### config.mk
export PLATFORM = sky130hd
export DESIGN_NAME = glitch_pulse_ctrl
export DESIGN_NICKNAME = d
export VERILOG_FILES = /design/src/rtl/glitch_pulse_ctrl.sv
export SDC_FILE = /design/constraint.sdc
export NUM_CORES = 1
export LEC_CHECK = 0
export ABC_AREA = 0
export CAP_MARGIN = 20
export CORE_ASPECT_RATIO = 0.75
export CORE_MARGIN = 2
export CORE_UTILIZATION = 57
export DETAILED_ROUTE_END_ITERATION = 8
export DONT_BUFFER_PORTS = 1
export HOLD_SLACK_MARGIN = 0.02
export PLACE_DENSITY = 0.72
export SYNTH_ARGS = -nofsm -noshare
export SYNTH_HDL_FRONTEND = slang
export SYNTH_SLANG_ARGS = --single-unit
### constraint.sdc
create_clock -name clk_in1 -period 2 [get_ports clk_in1]
set_input_delay 0.4 -clock clk_in1 [delete_from_list [all_inputs] [get_ports clk_in1]]
set_output_delay 0.4 -clock clk_in1 [all_outputs]
set_load 0.1 [all_outputs]
### src/rtl/glitch_pulse_ctrl.sv
// Glitch-enable pulse controller.
//
// After an arm, waits for a rising edge on the asynchronous target trigger.
// It then waits a programmed delay and emits a programmed number of
// enable pulses on `cnt`. Each pulse has a programmed width, and the pulses
// are separated by a programmed gap. `cnt` drives the clock-glitch mux select.
//
// Ports:
//   clk_in1    - system clock (same clock as the glitch mux)
//   reset      - synchronous, active-high reset
//   arm        - strobe: latch cfg_* into shadow registers and arm
//   abort      - strobe: cancel any operation in progress
//   trigger    - asynchronous target trigger, rising edge starts the sequence
//   cfg_delay  - cycles from trigger detect to the first pulse
//   cfg_width  - pulse high time in cycles (must be nonzero)
//   cfg_gap    - low time between pulses (0 treated as 1)
//   cfg_repeat - number of pulses (0 treated as 1)
//   cnt        - registered glitch enable
//   busy       - high while armed or sequencing
//   done       - one-cycle pulse on normal completion
//   cfg_err    - one-cycle pulse when an arm is rejected (width == 0)
module glitch_pulse_ctrl #(
    parameter int unsigned DLY_W = 16,
    parameter int unsigned WID_W = 8,
    parameter int unsigned REP_W = 4
) (
    input  logic             clk_in1,
    input  logic             reset,
    input  logic             arm,
    input  logic             abort,
    input  logic             trigger,
    input  logic [DLY_W-1:0] cfg_delay,
    input  logic [WID_W-1:0] cfg_width,
    input  logic [WID_W-1:0] cfg_gap,
    input  logic [REP_W-1:0] cfg_repeat,
    output logic             cnt,
    output logic             busy,
    output logic             done,
    output logic             cfg_err
);

    // One shared down-counter times the delay, pulse and gap phases.
    localparam int unsigned TmrW = (DLY_W > WID_W) ? DLY_W : WID_W;

    typedef enum logic [2:0] {
        StIdle,
        StArmed,
        StDelay,
        StPulse,
        StGap,
        StDone
    } state_e;

    state_e           state_q, state_d;
    logic             sync1_q, sync2_q, prev_q;
    logic [DLY_W-1:0] dly_sh_q, dly_sh_d;
    logic [WID_W-1:0] wid_sh_q, wid_sh_d;
    logic [WID_W-1:0] gap_sh_q, gap_sh_d;
    logic [REP_W-1:0] rep_q, rep_d;
    logic [TmrW-1:0]  tmr_q, tmr_d;
    logic             cnt_q, cnt_d;
    logic             busy_q, busy_d;
    logic             done_q, done_d;
    logic             err_q, err_d;
    logic             trig_edge;

    assign trig_edge = sync2_q & ~prev_q;

    always_comb begin
        state_d  = state_q;
        dly_sh_d = dly_sh_q;
        wid_sh_d = wid_sh_q;
        gap_sh_d = gap_sh_q;
        rep_d    = rep_q;
        tmr_d    = tmr_q;
        err_d    = 1'b0;

        unique case (state_q)
            StIdle: begin
                // abort beats arm on the same cycle
                if (arm && !abort) begin
                    if (cfg_width != '0) begin
                        dly_sh_d = cfg_delay;
                        wid_sh_d = cfg_width;
                        gap_sh_d = (cfg_gap == '0) ? WID_W'(1) : cfg_gap;
                        rep_d    = (cfg_repeat == '0) ? REP_W'(1) : cfg_repeat;
                        state_d  = StArmed;
                    end else begin
                        err_d = 1'b1;
                    end
                end
            end
            StArmed: begin
                if (trig_edge) begin
                    if (dly_sh_q == '0) begin
                        tmr_d   = TmrW'(wid_sh_q);
                        state_d = StPulse;
                    end else begin
                        tmr_d   = TmrW'(dly_sh_q);
                        state_d = StDelay;
                    end
                end
            end
            StDelay: begin
                if (tmr_q == TmrW'(1)) begin
                    tmr_d   = TmrW'(wid_sh_q);
                    state_d = StPulse;
                end else begin
                    tmr_d = tmr_q - TmrW'(1);
                end
            end
            StPulse: begin
                if (tmr_q == TmrW'(1)) begin
                    if (rep_q == REP_W'(1)) begin
                        state_d = StDone;
                    end else begin
                        rep_d   = rep_q - REP_W'(1);
                        tmr_d   = TmrW'(gap_sh_q);
                        state_d = StGap;
                    end
                end else begin
                    tmr_d = tmr_q - TmrW'(1);
                end
            end
            StGap: begin
                if (tmr_q == TmrW'(1)) begin
                    tmr_d   = TmrW'(wid_sh_q);
                    state_d = StPulse;
                end else begin
                    tmr_d = tmr_q - TmrW'(1);
                end
            end
            StDone: begin
                state_d = StIdle;
            end
            default: begin
                state_d = StIdle;
            end
        endcase

        if (abort && (state_q != StIdle)) begin
            state_d = StIdle;
        end

        // Outputs are registered copies of the next state so they line up
        // with the state they describe.
        cnt_d  = (state_d == StPulse);
        busy_d = (state_d == StArmed) || (state_d == StDelay) ||
                 (state_d == StPulse) || (state_d == StGap);
        done_d = (state_d == StDone);
    end

    always_ff @(posedge clk_in1) begin
        if (reset) begin
            state_q  <= StIdle;
            sync1_q  <= 1'b0;
            sync2_q  <= 1'b0;
            prev_q   <= 1'b0;
            dly_sh_q <= '0;
            wid_sh_q <= '0;
            gap_sh_q <= '0;
            rep_q    <= '0;
            tmr_q    <= '0;
            cnt_q    <= 1'b0;
            busy_q   <= 1'b0;
            done_q   <= 1'b0;
            err_q    <= 1'b0;
        end else begin
            state_q  <= state_d;
            sync1_q  <= trigger;
            sync2_q  <= sync1_q;
            prev_q   <= sync2_q;
            dly_sh_q <= dly_sh_d;
            wid_sh_q <= wid_sh_d;
            gap_sh_q <= gap_sh_d;
            rep_q    <= rep_d;
            tmr_q    <= tmr_d;
            cnt_q    <= cnt_d;
            busy_q   <= busy_d;
            done_q   <= done_d;
            err_q    <= err_d;
        end
    end

    assign cnt     = cnt_q;
    assign busy    = busy_q;
    assign done    = done_q;
    assign cfg_err = err_q;

endmodule

== Yosys cells after proc, flatten, opt, wreduce, memory -nomap -nowiden ==
Index checks and enable logic that the tools add are counted.
Word-level totals
  register bits: 62
  bits in latches: 0
  memory bits (writable): 0
  bits in read-only memories: 0
  bits of input ports: 41
  output and inout bits: 4
  logic and storage cells: 78
  memories: 0
Operators by class
  add/subtract/negate cells: 2
  $mul: 0
  div/mod/pow operators: 0
  $lt $le $gt $ge: 0
  equality and inequality tests: 17
  shift-type cells: 0
  multiplexer cells: 23
  bitwise gates (word level): 4
  reduce and logical (&&, ||, !) cells: 19
Operators by type and width (count)
  $mux 16: 5
  $pmux 16 s3: 1
  $mux 4: 5
  $mux 3: 6
  $eq 16x1->1 const B: 1
  $logic_not 16->1: 1
  $sub 16x1->16 const B: 1
  $eq 3x2->1 const B: 4
  $pmux 3 s4: 1
  $ne 2x2->1 const B: 5
  $eq 3x3->1 const B: 3
  $logic_not 8->1: 1
  $mux 8: 1
  $pmux 4 s2: 1
  $reduce_bool 8->1: 1
  $eq 3x1->1 const B: 2
  $reduce_and 3->1: 2
  $reduce_bool 3->1: 2
  $reduce_and 5->1: 1
  $eq 4x1->1 const B: 1
  $logic_not 4->1: 1
  $sub 4x1->4 const B: 1
  $logic_not 3->1: 1
  $logic_or 1x1->1: 3
  9 further kinds: 14

== Depth between registers and ports, before layout ==
Gate-level depths: netlist (run 1).
  word-level depth: 9
  depth in mapped cells: 10
  gate-level depth less buffers: 7

== Least setup slack after synthesis (run 1) ==
No wires, ideal clock.
  path type: reg-to-reg
  from: register state_q[1]
  to: register busy_q, in the netlist busy
  library setup time: 0.121 ns
  arrival time: 2.081 ns
  required time: 1.879 ns
  path slack: -0.202 ns
  cell stages (with the launch flop): 9
  buffers on the path: 2
  period minus slack after synthesis: 2.202 ns
  cells stage by stage: dfxtp_1 clkbuf_1 or2_2 nor4b_1 clkbuf_1 nand2_1 o2111a_1 nand2_1 mux2_2
On the way
  cells in the longest elaborated chain, start to end: 8
  elaborated cells on any way between the ends: 22
  classes of those cells: eq/ne (8); mux (7); reduce/logical (7)
RTL lines
  start, declared: RTL line 54  | state_e state_q, state_d;
  start signal, assigned: RTL line 155  | state_q <= StIdle;
  start signal, assigned: RTL line 169  | state_q <= state_d;
  $eq 3x3->1, or another cell as far along: RTL line 78  | unique case (state_q)
  $reduce_or 2->1 (no source line) / $mux 3 (equally long branches)
  $pmux 3 s4: RTL line 78
  $mux 3 *: RTL line 141  | if (abort && (state_q != StIdle)) begin
  $eq 3x1->1 / $eq 3x2->1 (equally long branches): RTL line 148  | busy_d = (state_d == StArmed) || (state_d == StDelay) ||
  $logic_or 1x1->1 (2 in a row): RTL line 148
  $logic_or 1x1->1 *: RTL line 149  | (state_d == StPulse) || (state_d == StGap);
  end signal, assigned: RTL line 179  | busy_q <= busy_d;
  end, declared: RTL line 62  | logic busy_q, busy_d;
Every way passes the cells marked *; elsewhere a longest branch is shown, timed or not.
A chain may end at the register's enable or synchronous reset.

== Worst setup path after layout (run 1) ==
  from: register tmr_q[6]
  to: register busy_q, in the netlist busy
On the way
  cells in the longest elaborated chain, start to end: 8
  elaborated cells on any way between the ends: 12
  classes of those cells: eq/ne (5); mux (4); reduce/logical (3)
RTL lines
  start, declared: RTL line 60  | logic [TmrW-1:0] tmr_q, tmr_d;
  start signal, assigned: RTL line 177  | tmr_q <= tmr_d;
  $eq 16x1->1 *: RTL line 105, 113, 126
  $mux 3, on equally long branches: RTL line 105, 126, 113
  $pmux 3 s4 *: RTL line 78
  $mux 3 *: RTL line 141
  $eq 3x1->1 / $eq 3x2->1 (equally long branches): RTL line 148
  $logic_or 1x1->1 (2 in a row): RTL line 148
  $logic_or 1x1->1 *: RTL line 149
Marks and branches as above.

==> impl_metrics.yaml, run 1 <==
worst_setup_path:
  cp-end-kind: "register"
  reg2reg_depth: 7
  critical_path.max_fanout: 4
  r2r_slack_ps: -230
  timing.rr.end: "busy"
  worst_r2r_startpoint: "tmr_q[6]"
  cp.required_ps: 2250
  start_kind: "register"
  cp.arrival_ps: 2480
  critPathKind: "reg -> reg"
sta:
  fin_crit_sh: 1.11
  max_freq_mhz: 449
  setup_ws_ps: -229
  skew_ps: 5.11
  worst_slew_margin_rel: 0.700
  drv_slew: 0
  finalSetupViolCount: 19
  period_needed_ps: 2230
  worstMarginPinSlew_ps: 446
  hold_violations: 0
  rsz0062_at_grt: "true"
clock_tree:
  ctsHoldBuffers: 0
  clock_path_buffers: 2
  htree_levels: 3
  clk_latency_ps: 360
  clk_pin_slew_ps: 70
  cts_tree: "done"
  cts_sinks: 62
  cts_buffers: 9
  cts_root_buf: "clkbuf_8"
final_layout:
  fillerInstances: 413
  final_cell_mix: "nand2_1, buf_4, dfxtp_1, a21oi_1, nor2_1"
  final_common_cell: "nand2_1"
  drive_gt1_frac: 0.302
  finish.net_count: 513
  final_cell_area_um2: 4080
  syn2layout_area_growth_pct: 30.3
  diodes: 0
  fin_cells: 548
route:
  wirelength_mm: 9.31
  viasPerCell: 5.95
  drtIter0Drc: 312
  antenna_left: 0
  vias: 3261
  drt-pass1-iter-count: 5
  drc_errors: 0
  wl_per_cell_um: 17.0
floorplan:
  dieHeight_um: 68.2
  rows: 23
  start_util: 0.588
  dieArea_um2: 6110
  pin_count: 45
  fp.dieW_um: 89.6
  core_area_um2: 5320
grt:
  grt_usage: 0.315
  grt_pass1_wl_mm: 14.3
  grt_max_degree: 60
  antenna_found_initial: 0
  grt_overflow: 0
  grt_pass1_vias: 2982
power:
  power.total_uw: 2860
  powerDensity_nw_per_um2: 701
  ir_drop_mv: 0.515
  power.leakage_uw: 0.00156
yosys:
  synth_edf_count: 0
  synth_area_leaders: "dfxtp_1, nand2_1, a21oi_1"
  avgSynthCellArea_um2: 7.71
  syn_area_um2: 3130
  synthCells: 406
  synth-seq-cells: 62
  synth_nets: 451
  yosys_warnings: 0
  yosysSeqAreaShare: 0.396
  netlist.area_leader.share: 0.396
  synth_ff_type: "dfxtp_1"
  synth_cell_types: 57
  synth-async-reset-ratio: 0
  synth_top_area_cell: "dfxtp_1"
worst_hold_path:
  hold_class: "in -> reg"
  hold_end: "tmr_q[8]"
  hold-path-cell-count: 1
  hp-start: "reset"
place:
  place.gp.congestion: 0.939
  io_buffers: 0
  dpl_cell_area_um2: 3680
  dp_hpwl_mm: 6.52
  dpl.cell_count: 528
status:
  outcome: "finished with violations"
  failed_checks: "negative setup slack"
job:
  max_cap_viol_count: 0
## through the flow
step / hold slack [ps] / TNS [ps] / utilization / setup slack (ps)
finish: 113 / -2840 / 0.766 / -229
global route: 100 / -4640 / 0.766 / -325
CTS: 104 / -396 / 0.734 / -117
floorplan: 414 / -25.9 / - / -20.7
global placement: 420 / -85.7 / 0.691 / -53.1
detailed placement: 443 / -708 / 0.691 / -108
## cell usage after synthesis, drive strengths merged, types with 2 or more instances
cell type	count
nand2	85
dfxtp	62
a21oi	50
nor2	34
o21ai	23
clkbuf	16
nor3	12
nor4	12
and2	8
inv	8
a311oi	6
a31oi	6
nand3	6
nor3b	6
buf	5
nand4	5
nor2b	5
or2	5
a211oi	4
a22oi	4
ha	4
o2bb2ai	4
xnor2	4
a221oi	3
o22ai	3
a21o	2
and3	2
and4	2
nand2b	2
or4	2
## worst max-delay path by stage
stage / from / end / slack [ps] / cells after the start
after floorplan: state_q[1] / busy / -20 / 8
after global placement: tmr_q[6] / tmr_q[6] / -50 / 7
after detailed placement: tmr_q[6] / tmr_q[6] / -110 / 7
after CTS: tmr_q[6] / tmr_q[6] / -120 / 7
after global routing: tmr_q[6] / tmr_q[6] / -320 / 7
final: tmr_q[6] / busy / -230 / 7
## sequential cells by signal (all words and copies together) (netlist names)
name / cells
dly_sh_q: 16
tmr_q: 16
gap_sh_q: 8
wid_sh_q: 8
rep_q: 4
state_q: 3
busy: 1
cfg_err: 1
cnt: 1
done: 1
prev_q: 1
sync1_q: 1
sync2_q: 1
## timing repair
item	CTS	global route
pin swaps	7	19
buffers inserted	3	3
endpoints found under the setup margin	17	25
gates cloned	0	0
resized for setup	8	47
hold endpoints to repair	0	0
## kinds of logic (layout without fill, tap and decap cells)
kind of cell               after synthesis  count (layout)  share of synthesized area
and+or+nand+nor                        190             190                      0.292
adders and majority gates                5               5                     0.0192
DFF                                     62              62                      0.396
buffers and inverters                   29              96                     0.0404
AOI/OAI and AO/OA                      114             114                      0.235
muxes                                    1               1                    0.00360
xor gates and xnor gates                 5               5                     0.0140
## where the power goes
| part | internal, uW | switching [uW] | total [uW] |
|---|---|---|---|
| Combinational | 243 | 317 | 560 |
| Clock | 445 | 531 | 976 |
| Sequential | 1290 | 38.0 | 1320 |
| Total | 1970 | 886 | 2860 |
## per-layer routing
| layer | track usage | share of wire | up-vias | wire (um) |
|---|---|---|---|---|
| met5 | 0 | 0 | - | 0 |
| met4 | 0.125 | 0.021 | 0 | 191 |
| met3 | 0.0808 | 0.082 | 23 | 767 |
| met2 | 0.473 | 0.44 | 151 | 4110 |
| met1 | 0.432 | 0.46 | 1514 | 4250 |
| li1 | - | - | 1573 | - |
## layout make-up
cell class              count  area (um2)  area share
multi-input cells         315        1980       0.485
flip-flops and latches     62        1240       0.305
repair buffers             72         568       0.139
clock buffers              10         128      0.0313
well taps                  75        93.8      0.0230
clock inverters             6        37.5     0.00920
inverters                   8        30.0     0.00736
## critical path, stage by stage, from the launching register on
cell,delay [ps]
dfxtp_4,350
or4_4,530
nor4_4,360
buf_4,170
a21oi_1,60
o2111a_1,260
nand2_1,100
mux2_4,300
Note: power is estimated with default switching activity, not from simulation.
==> run 2: changes to the inputs <==
- PLACE_DENSITY: 0.72 -> 0.75
==> run 2 against run 1 <==
Effect of this change: the run still ends with negative setup slack left; register-to-register slack better by 120 ps; routed wire length increased by 7.9%; clock power rose by 2%; critical path type unchanged; critical endpoint is now tmr_q[2].
==> impl_metrics.yaml, run 2 (same netlist as run 1, synthesis figures left out) <==
route:
  wl_per_cell_um: 18.2
  wirelength_mm: 10.1
  viasPerCell: 6.21
  vias: 3428
  drtIter0Drc: 413
  drc_errors: 0
  drt-pass1-iter-count: 6
  antenna_left: 0
power:
  ir_drop_mv: 0.591
  powerDensity_nw_per_um2: 699
  power.leakage_uw: 0.00158
grt:
  antenna_found_initial: 0
  grt_usage: 0.322
  grt_pass1_vias: 3127
  grt_max_degree: 60
  grt_overflow: 0
  grt_pass1_wl_mm: 14.7
final_layout:
  final-seq-area_um2: 1250
  drive_gt1_frac: 0.321
  fillerInstances: 364
  multi_input_area_um2: 2000
  syn2layout_area_growth_pct: 33.4
  finish.net_count: 517
  final_cell_mix: "nand2_1, buf_4, dfxtp_1, a21oi_1, nor2_1"
  fin_cells: 552
  largest_registers: "dly_sh_q: 16 flops, tmr_q: 16 flops"
  final_cell_area_um2: 4180
  diodes: 0
  final_common_cell: "nand2_1"
worst_setup_path:
  critical_path.max_fanout: 7
  cp.arrival_ps: 2370
  worstSetupStartpoint: "tmr_q[7]"
  worstSetupEndpoint: "tmr_q[2]"
  slowest_delay_ps: 560
  start_kind: "register"
  r2r_slack_ps: -110
  path_cells: "or4_4 > nor4_4 > buf_4 > nand4b_1 > a31oi_2 > buf_6 > nand2_2 > a311oi_2"
  cp-end-kind: "register"
  timing.rr.end: "tmr_q[2]"
  critPathKind: "reg -> reg"
  cp.required_ps: 2260
  crit_path_top_delay_cell: "or4_4"
  worst_r2r_startpoint: "tmr_q[7]"
  reg2reg_depth: 8
clock_tree:
  clk_pin_slew_ps: 80
  cts_buffers: 9
  ctsHoldBuffers: 0
  htree_levels: 3
  cts_root_buf: "clkbuf_8"
  cts_sinks: 62
  clk_latency_ps: 350
  cts_tree: "done"
  clock_path_buffers: 2
place:
  io_buffers: 0
  dpl_cell_area_um2: 3690
  dpl.cell_count: 528
  dp_hpwl_mm: 6.53
  place.gp.congestion: 0.914
sta:
  fin_crit_sh: 1.05
  skew_ps: 8.35
  rsz0062_at_grt: "true"
  setup_ws_ps: -109
  period_needed_ps: 2110
  drv_slew: 0
  hold_violations: 0
  worst_slew_margin_rel: 0.720
  max_freq_mhz: 474
  finalSetupViolCount: 14
  worstMarginPinSlew_ps: 417
worst_hold_path:
  hold_class: "in -> reg"
floorplan:
  fp.dieW_um: 89.6
  dieHeight_um: 68.2
  pin_count: 45
  start_util: 0.588
  core_area_um2: 5320
  rows: 23
  dieArea_um2: 6110
job:
  max_cap_viol_count: 0
status:
  outcome: "finished with violations"
  failed_checks: "negative setup slack"
-- run 2: cell types whose count changed in the layout (fill, tap and decap cells not counted), moves of 2 or more --
cell	previous run	this run
buf_6	2	5
dfxtp_1	61	58
a221oi_1	2	0
a221oi_2	1	3
a31oi_4	0	2
clkinvlp_4	1	3
dfxtp_2	0	2
nand2_4	2	0
-- run 2: report_power, final --
group	total [uW]	internal [uW]	switching (uW)
clock	991	450	541
combinational	605	260	345
sequential	1320	1290	38.9
-- run 2: layer usage --
metal,global-route usage,part of all wire
met4,0.0914,0.028
met5,0,0
met2,0.501,0.46
met1,0.437,0.42
met3,0.0929,0.093
-- run 2: layout make-up --
class,instances,area share
Clock buffer,9,0.0297
Clock inverter,7,0.0120
Inverter,8,0.00719
Multi-Input combinational cell,315,0.480
Sequential cell,62,0.300
Tap cell,75,0.0225
Timing Repair Buffer,76,0.149
-- run 2: worst min path at each step --
stage	startpoint	to	slack, ps	cells after the start
2_1_floorplan	sync1_q	sync2_q	410	1
3_3_place_gp	sync1_q	sync2_q	420	1
3_5_place_dp	gap_sh_q[1]	gap_sh_q[1]	440	2
4_1_cts	reset	tmr_q[6]	110	1
5_1_grt	reset	tmr_q[8]	80	1
6_report	reset	prev_q	120	1
-- run 2: metrics by stage --
stage          hold slack [ps]  utilization  power, uW  worst slack [ps]  setup TNS (ps)
2_1_floorplan              414            -       1670             -20.7           -25.9
3_3_place_gp               421        0.693       1830             -43.4            -214
3_5_place_dp               441        0.693       1840              -150           -1160
4_1_cts                    107        0.756       2850              -154           -1410
5_1_grt                   84.9        0.784       3020              -190           -1680
6_report                   123        0.784       2920              -109            -763
-- run 2: worst max-delay path: cells and delay by family, from the launching register on --
family | cells | cell delay [ps]
AOI/OAI and AO/OA | 2 | 460
and+or+nand+nor | 4 | 910
buffers and inverters | 2 | 310
DFF | 1 | 340
-- run 2: timing repair --
item,CTS,global route
pin swaps,18,18
buffers inserted,6,3
endpoints found under the setup margin,19,28
gates resized for setup,30,33
==> run 3: changes to the inputs <==
- CTS_CLUSTER_SIZE: unset -> 14
==> results of run 3 <==
Same layout as run 2: the final DEF is identical, and so are final timing and power.
